File: src/rtl/usr_pkg.sv
// Shared types for the universal shift register: command opcodes and FSM states.
package usr_pkg;

    typedef enum logic [2:0] {
        OP_HOLD = 3'b000,
        OP_LOAD = 3'b001,
        OP_SHL  = 3'b010,
        OP_SHR  = 3'b011,
        OP_ROL  = 3'b100,
        OP_ROR  = 3'b101,
        OP_ASR  = 3'b110,
        OP_RSVD = 3'b111
    } usr_op_t;

    typedef enum logic [1:0] {
        IDLE = 2'd0,
        RUN  = 2'd1,
        DONE = 2'd2
    } usr_state_t;

endpackage

File: src/rtl/usr_shift_step.sv
// Combinational single-step unit: computes the next register value and the bit
// moved out for one shift/rotate step of the selected opcode.
module usr_shift_step
    import usr_pkg::*;
#(
    parameter int WIDTH = 8
) (
    input  usr_op_t          op,
    input  logic [WIDTH-1:0] d,
    input  logic             i_sl,
    input  logic             i_sr,
    output logic [WIDTH-1:0] d_next,
    output logic             sout
);

    always_comb begin
        // NOTE: every output gets a default first so no path through the case infers a latch.
        d_next = d;
        sout   = 1'b0;
        case (op)
            OP_SHL: begin
                d_next = {d[WIDTH-2:0], i_sr};
                sout   = d[WIDTH-1];
            end
            OP_SHR: begin
                d_next = {i_sl, d[WIDTH-1:1]};
                sout   = d[0];
            end
            OP_ROL: begin
                d_next = {d[WIDTH-2:0], d[WIDTH-1]};
                sout   = d[WIDTH-1];
            end
            OP_ROR: begin
                d_next = {d[0], d[WIDTH-1:1]};
                sout   = d[0];
            end
            OP_ASR: begin
                d_next = {d[WIDTH-1], d[WIDTH-1:1]};
                sout   = d[0];
            end
            default: ;
        endcase
    end

endmodule

File: src/rtl/universal_shift_reg_n.sv
// Universal shift register with valid/ready command handshake; shift commands
// run one single-bit step per clock for a saturated step count.
module universal_shift_reg_n
    import usr_pkg::*;
#(
    parameter int WIDTH = 8,
    parameter int AMT_W = $clog2(WIDTH) + 1
) (
    input  logic             i_clk,
    input  logic             i_rst_n,
    input  logic             i_valid,
    output logic             o_ready,
    input  logic [2:0]       i_op,
    input  logic [AMT_W-1:0] i_amt,
    input  logic [WIDTH-1:0] i_data,
    input  logic             i_sl,
    input  logic             i_sr,
    output logic [WIDTH-1:0] o_data,
    output logic             o_sout,
    output logic             o_done,
    output logic             o_err
);

    usr_state_t       state_q, state_d;
    usr_op_t          op_q, op_d;
    logic [AMT_W-1:0] cnt_q, cnt_d;
    logic [WIDTH-1:0] data_q, data_d;
    logic             sout_q, sout_d;
    logic             done_q, done_d;
    logic             err_q, err_d;

    logic [AMT_W-1:0] amt_sat;
    logic [WIDTH-1:0] step_data;
    logic             step_sout;
    usr_op_t          op_in;

    assign op_in   = usr_op_t'(i_op);
    assign amt_sat = (i_amt > AMT_W'(WIDTH)) ? AMT_W'(WIDTH) : i_amt;

    // The step unit always works on the latched opcode, so i_op may change freely during RUN.
    usr_shift_step #(.WIDTH(WIDTH)) u_step (
        .op     (op_q),
        .d      (data_q),
        .i_sl   (i_sl),
        .i_sr   (i_sr),
        .d_next (step_data),
        .sout   (step_sout)
    );

    always_comb begin
        state_d = state_q;
        op_d    = op_q;
        cnt_d   = cnt_q;
        data_d  = data_q;
        sout_d  = sout_q;
        done_d  = 1'b0;
        err_d   = 1'b0;
        case (state_q)
            IDLE: begin
                if (i_valid) begin
                    op_d = op_in;
                    case (op_in)
                        OP_HOLD: begin
                            state_d = DONE;
                            done_d  = 1'b1;
                        end
                        OP_LOAD: begin
                            data_d  = i_data;
                            state_d = DONE;
                            done_d  = 1'b1;
                        end
                        OP_RSVD: begin
                            state_d = DONE;
                            done_d  = 1'b1;
                            err_d   = 1'b1;
                        end
                        default: begin
                            if (amt_sat == '0) begin
                                state_d = DONE;
                                done_d  = 1'b1;
                            end else begin
                                cnt_d   = amt_sat;
                                state_d = RUN;
                            end
                        end
                    endcase
                end
            end
            RUN: begin
                data_d = step_data;
                sout_d = step_sout;
                cnt_d  = cnt_q - AMT_W'(1);
                if (cnt_q == AMT_W'(1)) begin
                    state_d = DONE;
                    done_d  = 1'b1;
                end
            end
            DONE: begin
                state_d = IDLE;
            end
            default: begin
                state_d = IDLE;
            end
        endcase
    end

    // NOTE: sequential state uses non-blocking assignments so every flop samples pre-edge values.
    always_ff @(posedge i_clk or negedge i_rst_n) begin
        if (!i_rst_n) begin
            state_q <= IDLE;
            op_q    <= OP_HOLD;
            cnt_q   <= '0;
            data_q  <= '0;
            sout_q  <= 1'b0;
            done_q  <= 1'b0;
            err_q   <= 1'b0;
        end else begin
            state_q <= state_d;
            op_q    <= op_d;
            cnt_q   <= cnt_d;
            data_q  <= data_d;
            sout_q  <= sout_d;
            done_q  <= done_d;
            err_q   <= err_d;
        end
    end

    assign o_ready = (state_q == IDLE);
    assign o_data  = data_q;
    assign o_sout  = sout_q;
    assign o_done  = done_q;
    assign o_err   = err_q;

endmodule

File: config.mk
export PLATFORM = sky130hd
export DESIGN_NAME = universal_shift_reg_n
export DESIGN_NICKNAME = d
export VERILOG_FILES = /design/src/rtl/usr_pkg.sv /design/src/rtl/usr_shift_step.sv /design/src/rtl/universal_shift_reg_n.sv
export SDC_FILE = /design/constraint.sdc
export NUM_CORES = 1
export LEC_CHECK = 0
export CORE_AREA = 4 4 50 86
export CTS_CLUSTER_SIZE = 8
export DETAILED_ROUTE_END_ITERATION = 8
export DIE_AREA = 0 0 54 90
export DONT_BUFFER_PORTS = 1
export PLACE_DENSITY = 0.57
export SYNTH_ARGS = -nofsm -noshare
export SYNTH_HDL_FRONTEND = slang
export SYNTH_SLANG_ARGS = --single-unit
export TNS_END_PERCENT = 1
File: constraint.sdc
create_clock -name i_clk -period 2.3 [get_ports i_clk]
set_input_delay 0.115 -clock i_clk [delete_from_list [all_inputs] [get_ports i_clk]]
set_output_delay 0.115 -clock i_clk [all_outputs]
set_load 0.01 [all_outputs]
=== Word-level counts from Yosys, hierarchy flattened ===
Cells that the tools add are included.

* Add/subtract/negate cells: 1
* $lt $le $gt $ge: 1
* Eq/ne operators: 17
* Muxes and demuxes: 23
* Reduce and logical (&&, ||, !) cells: 12

{| class="wikitable"
|+ Operator list
! kind !! count
|-
| $pmux W8 S5 || 1
|-
| $mux W4 || 4
|-
| $mux W8 || 2
|-
| $pmux W8 S2 || 1
|-
| $eq A3 B3 Y1 const B || 4
|-
| $ne A2 B2 Y1 const B || 5
|-
| $mux W2 || 4
|-
| $pmux W4 S2 || 1
|-
| $reduce_and A4 Y1 || 2
|-
| $mux W1 || 7
|-
| $eq A3 B2 Y1 const B || 2
|-
| $ne A6 B1 Y1 const B || 1
|-
| $reduce_or A3 Y1 || 2
|-
| $ne A5 B1 Y1 const B || 1
|-
| $reduce_and A5 Y1 || 1
|-
| $eq A4 B1 Y1 const B || 1
|-
| $gt A4 B4 Y1 const B || 1
|-
| $logic_not A4 Y1 || 1
|-
| $pmux W1 S2 || 2
|-
| $pmux W2 S2 || 1
|-
| $reduce_and A2 Y1 || 2
|-
| $sub A4 B1 Y4 const B || 1
|-
| $eq A3 B1 Y1 const B || 1
|-
| $logic_not A3 Y1 || 1
|-
| other kinds (5) || 5
|}

* Register bits after elaboration: 20
* Output and inout bits: 12

=== Depth between registers and ports, before layout ===
* Depth in word-level cells: 7
* Mapped depth: 7
* Depth with buffers taken out: 5

=== By module ===
From an unflattened synthesis, not the netlist that was laid out.

* Cell total of the unflattened synthesis: 142
* Area total of the unflattened synthesis: 1363.8 um2

{| class="wikitable"
|+ By module, submodules not included
! module !! times used !! cells an instance !! area an instance (um2) !! seq. area each (um2)
|-
| universal_shift_reg_n || 1 || 95 || 1011.0 || 500.5
|-
| usr_shift_step || 1 || 47 || 352.8 || 0.0
|}

=== Worst setup path before layout ===
OpenSTA, ideal clock, no wires.

* Path type: register to register
* Start: reg state_q[1]
* End: reg data_q[4] (netlist: o_data[4])
* Library setup time: 82 ps
* Data arrival time: 1448 ps
* Data required time: 2218 ps
* Slack: 770 ps
* Stages on the path, launching flop included: 6
* Path buffers: 1
* Clock period less this slack: 1530 ps
* Cell sequence: dfrtp_1 -> or3b_2 -> o32ai_4 -> buf_6 -> nor2_1 -> a31oi_1

* Cells in the longest elaborated chain, start to end: 3

{| class="wikitable"
|+ Ends and longest elaborated chain
! what !! line !! source
|-
| start, declared || universal_shift_reg_n.sv:24 || <nowiki>usr_state_t state_q, state_d;</nowiki>
|-
| start signal, assigned || universal_shift_reg_n.sv:118 || <nowiki>state_q <= state_d;</nowiki>
|-
| $eq A2 B1 Y1 / $logic_not A2 Y1 (equally long branches) || universal_shift_reg_n.sv:58 || <nowiki>case (state_q)</nowiki>
|-
| $ne A6 B1 Y1 (no line), or another cell as far along || -- ||
|-
| $reduce_and A4 Y1 (no line) || -- ||
|-
| end signal, assigned || universal_shift_reg_n.sv:121 || <nowiki>data_q <= data_d;</nowiki>
|-
| end, declared || universal_shift_reg_n.sv:27 || <nowiki>logic [WIDTH-1:0] data_q, data_d;</nowiki>
|}

Several ways; a longest one is shown, not always the timed one.
A chain may end at the register's enable or synchronous reset.

=== Worst setup path after layout ===
* Start: reg op_q[2]
* End: reg data_q[3] (netlist: o_data[3])

* Cells in the longest elaborated chain, start to end: 3

{| class="wikitable"
|+ Ends and longest elaborated chain
! what !! line !! source
|-
| start, declared || universal_shift_reg_n.sv:25 || <nowiki>usr_op_t op_q, op_d;</nowiki>
|-
| start signal, assigned || universal_shift_reg_n.sv:119 || <nowiki>op_q <= op_d;</nowiki>
|-
| $eq A3 B3 Y1 / $eq A3 B2 Y1 (equally long branches) || usr_shift_step.sv:20 || <nowiki>case (op)</nowiki>
|-
| $pmux W8 S5 / $ne A6 B1 Y1 (equally long branches) || -- ||
|-
| $pmux W8 S2 / $reduce_and A4 Y1 (equally long branches) || -- ||
|}

Several ways; a longest one is shown, not always the timed one.

==> impl_metrics.json <==
{
  "status": "finished clean",
  "hold_violations": 0,
  "yosysSeqAreaShare_pct": 35.6,
  "async_flop_share_pct": 100,
  "total_power_w": 0.00227,
  "setup_violations": 0,
  "grt_overflow": 0,
  "initial_core_util_pct": 39.2,
  "dp_hpwl_um": 2830,
  "nNetsFinal": 191,
  "antenna_found_initial": 0,
  "min_period_ps": 1790,
  "power.density_mw_per_mm2": 1470,
  "diodes": 0,
  "numCtsBuffers": 3,
  "r2r-end": "o_data[3]$_DFFE_PN0P_",
  "worst_hold_slack_ps": 3.71,
  "fillers": 353,
  "synth_common_cells": "dfrtp_1 (20), nor2_1 (20), nand2_1 (19)",
  "routed_wl_um": 3830,
  "yosys-top-cells-area": "dfrtp_1 (36%), nor2_1 (5.3%), nand2_1 (5.1%)",
  "fmax_mhz": 559,
  "clkTransAtPathRegs_ps": 80,
  "die_x_um": 54,
  "cp-start-kind": "flip-flop",
  "die_h_um": 90,
  "setup-tns-final_ps": 0,
  "synth_top_area_share_pct": 35.6,
  "r2r_cells": 4,
  "stdcell_count": 213,
  "drt_iter0_drc": 34,
  "io_pins": 32,
  "vias_per_cell": 6.11,
  "fp.dieArea_mm2": 0.00486,
  "finalCritPeriodShare_pct": 77.8,
  "post-place-cells": 203,
  "min_from": "i_data[5]",
  "grt_pass1_wl_um": 6510,
  "synth_area_mm2": 0.00141,
  "gp_congestion": 0.841,
  "drive_gt1_share_pct": 9.58,
  "core_mm2": 0.00359,
  "drt_first_pass_iters": 4,
  "min_path_cells": 2,
  "ant_nets": 0,
  "drv_slew": 0,
  "post_cts_resized": 0,
  "fin_ws_ps": 510,
  "maxCapViolations": 0,
  "cp.required_ps": 2410,
  "cts_setup_buffers": 0,
  "grtUsageTotal_pct": 17.6,
  "rows": 29,
  "worstPathArrival_ps": 1900,
  "end_kind": "flip-flop",
  "holdBufCountCts": 7,
  "synth.distinct_cells": 41,
  "slew_headroom_pct": 32.2,
  "cts.sinks": 20,
  "ys.flop_type": "dfrtp_1",
  "netlist_instances": 163,
  "ir_worst_vdd_mv": 0.666,
  "synth_enable_flop_cells": 0,
  "r2r_slack_ps": 510,
  "cts_root_buffer": "clkbuf_8",
  "yosys_warnings": 0,
  "io_buffers": 0,
  "grt_max_degree": 21,
  "drcViolationCount": 0,
  "clk_path_buf_depth": 2,
  "num_vias": 1301,
  "avgSynthCellArea_um2": 8.63,
  "critPathKind": "reg2reg",
  "grt_pass1_vias": 1362,
  "p_leak_nw": 0.620,
  "crit_fanout": 16,
  "syn_to_final_growth_pct": 9.61,
  "ys_seq_elements": 20,
  "synth_top_cell_by_area": "dfrtp_1",
  "htree_levels": 1,
  "wl_per_cell_um": 18.0,
  "rr_startpoint": "op_q[2]$_DFFE_PN0P_",
  "worst_pin_slew_ps": 1010,
  "cts_tree": "done",
  "hold_end": "o_data[5]$_DFFE_PN0P_",
  "fin_skew_ps": 4.35,
  "clk_latency_ps": 260,
  "hold_path_class": "in2reg",
  "preCtsSetupSlack_ps": 552,
  "synth_fp_nets": 185,
  "rsz0062_at_grt": "false"
}
==> sequential cells by signal, summed over array words and instances, names as in the netlist <==
signal,count
o_data,8
cnt_q,4
op_q,3
state_q,2
o_done,1
o_err,1
o_sout,1
==> layout by cell type, fill, tap and decap left out, types with 4 or more instances in the layout <==
cell / instances
nor2_1: 20
dfrtp_1: 20
nand2_1: 19
a31oi_1: 10
nor2b_1: 7
o21ai_0: 7
dlygate4sd3_1: 7
inv_1: 6
mux2i_1: 6
o22ai_1: 4
a21oi_1: 4
o221ai_1: 4
nand2b_1: 4
==> cell type report <==
| cell class | count | area, um^2 | area share [%] |
|---|---|---|---|
| multi-input combinational | 128 | 827 | 53.7 |
| timing repair buffer | 10 | 92.6 | 6.01 |
| inverter | 6 | 22.5 | 1.46 |
| clock buffer | 3 | 41.3 | 2.68 |
| tap | 46 | 57.6 | 3.73 |
| sequential | 20 | 500 | 32.5 |
==> power breakdown <==
part | total, W | switching (W) | internal (W) | leakage (nW)
logic | 0.00118 | 0.000647 | 0.000537 | 0.362
clock network | 0.000236 | 0.000119 | 0.000117 | 0.0216
registers | 0.000846 | 0.000333 | 0.000513 | 0.237
total | 0.00227 | 0.00110 | 0.00117 | 0.620
==> through the flow <==
step	area (um^2)	utilization (%)
finish	1540	42.9
global route	1540	42.9
CTS	1540	42.9
detailed placement	1430	39.8
global placement	1430	39.8
floorplan	1410	-
==> metal layers <==
layer  vias to the layer above  GRT usage, %  routed length [um]
met5                         -             0                   0
met4                         0          7.48                  87
met3                         9          4.64                 232
met2                        49          29.6                2060
met1                       635          20.0                1450
li1                        608             -                   -
==> critical path: stages (launching register included) <==
cell,delay (ps)
dfrtp_1,570
maj3_1,540
or2_2,310
o2111ai_1,110
a31oi_1,110
==> cell families after synthesis <==
logic type | count (synthesis) | synth area share (%)
adder cells (fa/ha/maj) | 3 | 2.49
buffers and inverters | 15 | 5.60
AND/OR/NAND/NOR | 72 | 26.6
XOR/XNOR | 2 | 1.25
AO/OA/AOI/OAI | 43 | 22.6
flip-flops | 20 | 35.6
multiplexers | 8 | 5.87
==> worst max path at each step <==
stage,to,slack [ps],from,cells past startpoint
floorplan,o_data[4]$_DFFE_PN0P_,770,state_q[1]$_DFFE_PN0P_,5
global placement,o_data[4]$_DFFE_PN0P_,630,op_q[2]$_DFFE_PN0P_,4
detailed placement,o_data[3]$_DFFE_PN0P_,550,op_q[2]$_DFFE_PN0P_,4
CTS,o_data[3]$_DFFE_PN0P_,540,op_q[2]$_DFFE_PN0P_,4
global route,o_data[1]$_DFFE_PN0P_,310,op_q[2]$_DFFE_PN0P_,4
finish,o_data[3]$_DFFE_PN0P_,510,op_q[2]$_DFFE_PN0P_,4
Power figures use the tool's default switching activity.
